`config.mk`:
```
export PLATFORM = sky130hd
export DESIGN_NAME = traffic_phase_controller
export DESIGN_NICKNAME = d
export VERILOG_FILES = /design/src/rtl/traffic_phase_controller_pkg.sv /design/src/rtl/traffic_phase_controller_crowd_monitor.sv /design/src/rtl/traffic_phase_controller.sv
export SDC_FILE = /design/constraint.sdc
export NUM_CORES = 1
export LEC_CHECK = 0
export ABC_AREA = 1
export CAP_MARGIN = 10
export CORE_MARGIN = 10
export CORE_UTILIZATION = 57
export DETAILED_ROUTE_END_ITERATION = 10
export GPL_ROUTABILITY_DRIVEN = 0
export PLACE_DENSITY = 0.95
export SYNTH_ARGS = -nofsm -noshare
export SYNTH_HDL_FRONTEND = slang
export SYNTH_SLANG_ARGS = --single-unit
```
`constraint.sdc`:
```
create_clock -name clk -period 3 [get_ports clk]
set_input_delay 0.75 -clock clk [delete_from_list [all_inputs] [get_ports clk]]
set_output_delay 0.75 -clock clk [all_outputs]
set_load 0.005 [all_outputs]
```
`src/rtl/traffic_phase_controller_pkg.sv`:
```
// Shared types and constants for the two-road intersection phase controller.
package traffic_pkg;

  localparam int unsigned TIMER_W         = 7;
  localparam int unsigned DEF_A_GO_TIME   = 90;
  localparam int unsigned DEF_B_GO_TIME   = 30;
  localparam int unsigned DEF_CLEAR_TIME  = 5;
  localparam int unsigned DEF_CROWD_TICKS = 10;

  localparam logic [TIMER_W-1:0] BLANK = 7'h7F;

  typedef enum logic [2:0] {
    A_GO    = 3'd0,
    A_CLEAR = 3'd1,
    B_GO    = 3'd2,
    B_CLEAR = 3'd3,
    POL_A   = 3'd4,
    POL_B   = 3'd5
  } state_e;

  typedef enum logic [1:0] {
    RED   = 2'b00,
    AMBER = 2'b01,
    GREEN = 2'b10
  } light_e;

  // Per-road display payload handed to the output registers.
  typedef struct packed {
    light_e               light;
    logic [TIMER_W-1:0]   remaining;
  } road_disp_t;

  function automatic state_e next_phase(input state_e s);
    state_e n;
    n = A_GO;
    case (s)
      A_GO:    n = A_CLEAR;
      A_CLEAR: n = B_GO;
      B_GO:    n = B_CLEAR;
      default: n = A_GO;
    endcase
    return n;
  endfunction

  function automatic logic is_police(input state_e s);
    return (s == POL_A) || (s == POL_B);
  endfunction

endpackage

```
`src/rtl/traffic_phase_controller_crowd_monitor.sv`:
```
// Saturating count of consecutive crowded ticks; clears on crowd loss or phase change.
module crowd_monitor #(
  parameter int unsigned CROWD_TICKS = 10
) (
  input  logic clk,
  input  logic reset_n,
  input  logic tick,
  input  logic crowd,
  input  logic clear,
  output logic saturated
);

  localparam int unsigned CNT_W = $clog2(CROWD_TICKS + 1);
  localparam logic [CNT_W-1:0] CNT_MAX = CNT_W'(CROWD_TICKS);

  logic [CNT_W-1:0] cnt;

  always_ff @(posedge clk or negedge reset_n) begin
    if (!reset_n) begin
      cnt <= '0;
    end else if (clear || !crowd) begin
      cnt <= '0;
    end else if (tick && (cnt != CNT_MAX)) begin
      cnt <= cnt + CNT_W'(1);
    end
  end

  assign saturated = (cnt == CNT_MAX);

endmodule

```
`src/rtl/traffic_phase_controller.sv`:
```
// Phase sequencer with police override and optional crowd hold.
// Crowd hold is built only when TRAFFIC_CROWD_HOLD_EN is defined.
module traffic_phase_controller
  import traffic_pkg::*;
#(
  parameter int unsigned A_GO_TIME   = DEF_A_GO_TIME,
  parameter int unsigned B_GO_TIME   = DEF_B_GO_TIME,
  parameter int unsigned CLEAR_TIME  = DEF_CLEAR_TIME,
  parameter int unsigned CROWD_TICKS = DEF_CROWD_TICKS
) (
  input  logic               clk,
  input  logic               reset_n,
  input  logic               tick,
  input  logic               crowd_a,
  input  logic               crowd_b,
  input  logic               police_a,
  input  logic               police_b,
  input  logic               police_clr,
  output logic [1:0]         light_a,
  output logic [1:0]         light_b,
  output logic [TIMER_W-1:0] time_a,
  output logic [TIMER_W-1:0] time_b,
  output logic               hold_active
);

  localparam logic [TIMER_W-1:0] A_DUR = TIMER_W'(A_GO_TIME);
  localparam logic [TIMER_W-1:0] B_DUR = TIMER_W'(B_GO_TIME);
  localparam logic [TIMER_W-1:0] C_DUR = TIMER_W'(CLEAR_TIME);

  state_e             state, nxt_state;
  logic [TIMER_W-1:0] timer, nxt_timer;
  logic               hold_c;
  road_disp_t         disp_a_c, disp_b_c;

  function automatic logic [TIMER_W-1:0] dur_of(input state_e s);
    logic [TIMER_W-1:0] d;
    d = C_DUR;
    case (s)
      A_GO:    d = A_DUR;
      B_GO:    d = B_DUR;
      default: d = C_DUR;
    endcase
    return d;
  endfunction

`ifdef TRAFFIC_CROWD_HOLD_EN
  logic crowd_sel_c, sat_c, state_chg_c;

  assign crowd_sel_c = ((state == A_GO) && crowd_a) || ((state == B_GO) && crowd_b);
  assign state_chg_c = (nxt_state != state);

  crowd_monitor #(
    .CROWD_TICKS (CROWD_TICKS)
  ) u_crowd_monitor (
    .clk       (clk),
    .reset_n   (reset_n),
    .tick      (tick),
    .crowd     (crowd_sel_c),
    .clear     (state_chg_c),
    .saturated (sat_c)
  );

  assign hold_c = sat_c && crowd_sel_c;
`else
  localparam int unsigned unused_crowd_ticks = CROWD_TICKS;
  logic unused_crowd_c;

  assign unused_crowd_c = ^{crowd_a, crowd_b};
  assign hold_c         = 1'b0;
`endif

  // Police requests dominate clear and tick; the timer only moves on tick outside police.
  always_comb begin
    nxt_state = state;
    nxt_timer = timer;
    if (police_a) begin
      nxt_state = POL_A;
    end else if (police_b) begin
      nxt_state = POL_B;
    end else if (police_clr && (state == POL_A)) begin
      nxt_state = A_CLEAR;
      nxt_timer = C_DUR;
    end else if (police_clr && (state == POL_B)) begin
      nxt_state = B_CLEAR;
      nxt_timer = C_DUR;
    end else if (tick && !is_police(state) && !hold_c) begin
      if (timer == TIMER_W'(1)) begin
        nxt_state = next_phase(state);
        nxt_timer = dur_of(next_phase(state));
      end else begin
        nxt_timer = timer - TIMER_W'(1);
      end
    end
  end

  // Display decode from the next state so outputs move on the same edge as the state.
  always_comb begin
    disp_a_c.light     = RED;
    disp_a_c.remaining = BLANK;
    disp_b_c.light     = RED;
    disp_b_c.remaining = BLANK;
    case (nxt_state)
      A_GO: begin
        disp_a_c.light     = GREEN;
        disp_a_c.remaining = nxt_timer;
        disp_b_c.remaining = nxt_timer + C_DUR;
      end
      A_CLEAR: begin
        disp_a_c.light     = AMBER;
        disp_a_c.remaining = nxt_timer;
        disp_b_c.remaining = nxt_timer;
      end
      B_GO: begin
        disp_b_c.light     = GREEN;
        disp_b_c.remaining = nxt_timer;
        disp_a_c.remaining = nxt_timer + C_DUR;
      end
      B_CLEAR: begin
        disp_b_c.light     = AMBER;
        disp_a_c.remaining = nxt_timer;
        disp_b_c.remaining = nxt_timer;
      end
      POL_A:   disp_a_c.light = GREEN;
      POL_B:   disp_b_c.light = GREEN;
      default: ;
    endcase
  end

  always_ff @(posedge clk or negedge reset_n) begin
    if (!reset_n) begin
      state       <= A_GO;
      timer       <= A_DUR;
      light_a     <= GREEN;
      light_b     <= RED;
      time_a      <= A_DUR;
      time_b      <= A_DUR + C_DUR;
      hold_active <= 1'b0;
    end else begin
      state       <= nxt_state;
      timer       <= nxt_timer;
      light_a     <= disp_a_c.light;
      light_b     <= disp_b_c.light;
      time_a      <= disp_a_c.remaining;
      time_b      <= disp_b_c.remaining;
      hold_active <= hold_c && (nxt_state == state);
    end
  end

endmodule
```
## After elaboration in Yosys (flattened, before gate mapping)

Cells that the tools add are included.

| cells by class | value |
|---|---|
| add/subtract/negate cells | 2 |
| equality and inequality tests | 11 |
| multiplexer cells | 24 |
| reductions and logical operators | 12 |

Operators by type and width:

| operator | count |
|---|---|
| 7-bit two-way mux | 6 |
| 7-bit case mux with 2 select lines | 3 |
| 3-bit two-way mux | 12 |
| 3-bit by 2-bit == test with 1-bit output (second input constant) | 4 |
| 3-bit == test (second input constant) | 4 |
| 3-bit zero test | 3 |
| 2-bit case mux with 2 select lines | 2 |
| 7-bit by 3-bit adder with 7-bit output (second input constant) | 1 |
| 7-bit by 1-bit == test with 1-bit output (second input constant) | 1 |
| 7-bit by 1-bit subtractor with 7-bit output (second input constant) | 1 |
| 3-bit by 1-bit == test with 1-bit output (second input constant) | 2 |
| 2-bit case mux with 3 select lines | 1 |
| 3-bit OR reduction | 2 |
| 2-bit OR reduction | 2 |
| 1-bit logical AND | 3 |
| 1-bit zero test | 1 |
| 1-bit logical OR | 1 |

| storage, ports and cells | value |
|---|---|
| register bits | 28 |
| output and inout port bits | 19 |
| word-level logic and storage cells | 55 |

## Depth between registers and ports, before layout

| depth | value |
|---|---|
| word-level depth | 19 |
| depth in mapped cells | 18 |

## Worst setup path after synthesis

Ideal clock, no wire load.

| path | value |
|---|---|
| path kind | in2reg |
| start | in police_b |
| end | reg time_a[4] |
| setup time | 89 ps |
| arrival time | 2085 ps |
| data required time | 2911 ps |
| path slack | 826 ps |
| cell stages on the path | 10 |
| cell sequence | nor2_4 inv_1 o21ai_0 nand2_2 ha_1 inv_1 nand4_1 nand2_1 xor2_1 a22oi_1 |

RTL lines:

| item | line | text |
|---|---|---|
| start: declaration | traffic_phase_controller.sv:17 | `input logic police_b,` |
| end signal: assignment | traffic_phase_controller.sv:143 | `time_a <= disp_a_c.remaining;` |
| end: declaration | traffic_phase_controller.sv:21 | `output logic [TIMER_W-1:0] time_a,` |

==> metrics <==
Worst EP required 3280 ps; Ports 27; DRC 0; post-layout net count 243; Filler cells 209; R2R depth 17; Post-DP HPWL 3.006 mm; core area 2829 um2; # rows 19; Critical path origin police_b; Total Routed Length 4.006 mm; worst setup path class primary input to register; Setup Buffers After CTS 0; initial DRC count 152; Leak 0.8933 nW; Multi-input gate area 848.3 um2; period utilisation layout 85.65%; Final ANT Viol Nets 0; VDD IR max 0.4647 mV; Fin Clk Skew 8.482 ps; CTS H-tree lvls 1; initial core utilization 60.68%; Min Hold Slack 629.4 ps; Pwr Density 444.9 nW/um2; Synth async-reset ratio 100.0%; reg2reg start timer[1]; maximum clock rate 389.2 MHz; Clock Root Buffer clkbuf_4; most frequent cells in the layout 37 x nand2_1, 23 x inv_1, 23 x clkdlybuf4s50_1; Die Wd 74.88 um; Ys Warns 0; fin util 73.11%; Slew Limit Fails 0; GR Overflow Total 0; Critical Path Sink Type register; total power 0.9202 mW; Non-Filler Instances 262; status finished clean; distinct cell type count after synthesis 34; Yosys reg bits 28; Routed WL per cell 15.29 um; CTS tree yes; ANT cells 0; number of global-route vias before repair 1459; number of maximum-capacitance violations 0; Avg Synthesized Cell Area 8.583 um2; mapped cell area 1717 um2; Clock Sinks 28; clk buf depth 2; Critical R2R Capture time_b[6]; Layout area overhead 20.48%; die span in y 74.88 um; DIE AREA 5607 um2; fraction of layout cells with a size suffix above 1 29.00%; Final WS setup 430.6 ps; most common cell after layout, fill and taps aside nand2_1; sequential fraction of the synthesis area 41.91%; TritonCTS Buffers 3; vias per cell 5.584; Worst R2R Setup Slack 640 ps; PortBufs 23; largest net degree at the start of global routing 29; Sequential Area 719.4 um2; min-delay worst type register to register; number of flops mapped to enable cells by yosys 0; later-pin clock latency in the skew report 330 ps; fin crit period 2569 ps; Placed Area 2016 um2; Crit Path Max Fanout 5; CP arrival 2850 ps; vias post-DR 1463; first-pass GRT wire length 6.651 mm; initial antenna violation count 0; Critical Path Source Type primary input; final setup fails 0; Pre-antenna DRT Iters 4; worst slack at placement 160.7 ps; hold buffer count at CTS 0; Reg clk slew, reported paths 140 ps; ys flop type dfstp_2; final instance area 2068 um2; placed insts 258; setup_tns 0 ps; Hold Vio Cnt, Final 0; Post-Syn Nets 211; Total Routing Usage GR 14.81%; PostCTS Resize Cnt 0; post-synthesis cell count 200; Worst setup endpoint time_b[6]; RSZ-0062 raised after global routing false
## worst min-delay path by stage
stage          slack [ps]  cells after the start    endpoint     start
5_1_grt               650                      2    timer[4]  timer[4]
4_1_cts               630                      2    timer[4]  timer[4]
3_3_place_gp          590                      2    timer[4]  timer[4]
6_report              630                      2    timer[4]  timer[4]
3_5_place_dp          600                      2    timer[4]  timer[4]
2_1_floorplan         450                      0  light_a[0]   reset_n
## cell families after synthesis
| family | count (synthesis) | share of synthesized area [%] |
|---|---|---|
| XOR/XNOR | 3 | 1.531 |
| flip-flops | 28 | 41.91 |
| adder cells (fa/ha/maj) | 3 | 2.187 |
| other | 1 | 0.2184 |
| AO/OA/AOI/OAI | 26 | 12.83 |
| AND/OR/NAND/NOR | 103 | 32.65 |
| buffers and inverters | 36 | 8.674 |
## Yosys cell counts, types with 3 or more instances
master	instances	area, um2
nand4_1	3	18.77
nor2_1	19	71.32
a22oi_1	3	22.52
o21ai_0	4	20.02
nand2_1	37	138.9
nand2_2	4	25.02
a21oi_1	5	25.02
ha_1	3	37.54
nor2_4	7	78.83
nand3_2	3	30.03
inv_2	10	37.54
o21ai_4	3	48.80
inv_1	23	86.33
nand2_4	5	56.30
nand3_1	19	95.09
dfstp_2	15	394.1
dfrtp_1	13	325.3
## where the power goes
group          switching [mW]  internal, mW
clock network           0.109         0.135
logic                   0.141        0.0992
registers              0.0177         0.419
## metal layers
| layer | track usage (%) | up-vias | part of all wire [%] |
|---|---|---|---|
| li1 | - | 702 | - |
| met1 | 16.89 | 703 | 39 |
| met2 | 26.57 | 46 | 53 |
| met3 | 3.942 | 12 | 5.8 |
| met4 | 3.992 | 0 | 2.1 |
| met5 | 0 | - | 0 |
## critical path, cell delays in order
cell	delay, ps
clkdlybuf4s50_1	460
nor2_4	180
nand2_1	140
a21oi_1	140
nand3_1	100
o21ai_2	140
ha_1	230
inv_1	50
nand4_1	110
nand2_1	90
nor2_1	100
nand3_1	90
nand3_1	110
nand2_1	90
inv_1	70
## layout make-up
class                      count  share of cell area, %
sequential                    28                  34.79
tap                           31                  1.875
clock inverter                 1                  1.452
timing repair buffer          28                  12.95
multi-input combinational    136                  41.02
inverter                      35                  6.836
clock buffer                   3                  1.089
## state kept, by name, summed over array words and instances (netlist names)
| signal | flops |
|---|---|
| time_a | 7 |
| light_a | 2 |
| time_b | 7 |
| light_b | 2 |
| timer | 7 |
| state | 3 |
No activity file was read; power rests on OpenSTA's default activity.
==> edit (same settings) <==
Build with the macro `TRAFFIC_CROWD_HOLD_EN` defined.
--- a/src/rtl/traffic_phase_controller.sv
+++ b/src/rtl/traffic_phase_controller.sv
@@ -2,2 +2,4 @@
 // Crowd hold is built only when TRAFFIC_CROWD_HOLD_EN is defined.
+`define TRAFFIC_CROWD_HOLD_EN
+
 module traffic_phase_controller
Function: same outputs for any inputs over 10 cycles, from zero or initial values and one cycle with reset_n low; that may be too few to reach the edited logic, so the function may still have changed.
==> edit against the unedited design <==
  * Sequential power rose by 16%
  * Sequential cell count rose by 5
  * Design area rose by 18%
  * Total power rose by 8.7%
  * Synthesized cell count rose by 27%
  * Area after synthesis rose by 18%
  * Clock skew fell by 0.0014 ns
  * Fmax fell by 4.6%
  * Final cell count rose by 28%
  * Non-clock buffer count rose by 4
  * Critical path depth rose by 6
  * Routed wire length rose by 13%
  * Worst setup slack got worse by 0.12 ns
  * Highest routed layer unchanged
==> edit: results (changes against the unedited design) <==
h-tree-depth: 2  # +1
dr_wl_met2_um: 2351  # +11%
grt.total_usage_pct: 15.21  # +0.40 points
cts-buffers-inserted: 5  # +2
peakVddDrop_mv: 0.3123  # -33%
ys.flop_type: "dfrtp_1"
drive_gt1_share_pct: 22.41  # -6.6 points
met1_usage_pct: 15.75  # -1.1 points
status: "finished clean"
place_ws_ns: -0.03029  # -0.1910 ns
crit_fanout: 7  # +2
met2_usage_pct: 26.78  # +0.21 points
synth.yosys.seq_area_share_pct: 41.62  # -0.29 points
cp.arrival_ns: 2.97  # +0.12 ns
clkTransAtPathRegs_ns: 0.09  # -0.05 ns
place_area_um2: 2376  # +18%
wl_met3_um: 214  # -8.5%
vias_per_cell: 5.110  # -8.5%
yosysUniqueCellTypes: 37  # +8.8%
num_vias: 1717  # +17%
grt_max_degree: 34  # +17%
fin_nets: 303  # +25%
drtIter0Drc: 167  # +9.9%
grt_pass1_wl_um: 7714  # +16%
wl_met1_um: 1851  # +18%
synth_nets: 266  # +26%
## edit: cell count changes after synthesis, sizes merged, moves of 2 or more
cell and delta:
nand4 +3, dfrtp +5, inv +11, xor2 +2, ha +2, clkinv -2, nand2 +19, nor2 +13
## edit: report_power, final
part / switching (mW) / internal (mW)
Combinational: 0.141 / 0.103
Sequential: 0.0190 / 0.485
Clock: 0.142 / 0.111
## edit: kinds of logic (layout without fill, tap and decap cells)
logic type / count (synthesis) / in the layout / synth area share (%)
compound gates: 26 / 26 / 9.988
xor+xnor: 5 / 5 / 2.158
fa+ha+maj: 5 / 5 / 3.083
buf+inv: 46 / 83 / 9.186
flops: 33 / 33 / 41.62
simple gates: 138 / 138 / 33.97
## edit: path summary, 6_finish.rpt
path / to / slack, ns
setup / recovery: time_b[6] / 0.31
hold / removal: timer[6] / 0.57
setup reg to reg: time_b[6] / 0.44
hold reg to reg: timer[6] / 0.57
max in group asynchronous: timer[6] / 1.87
min in group asynchronous: time_a[0] / 0.81
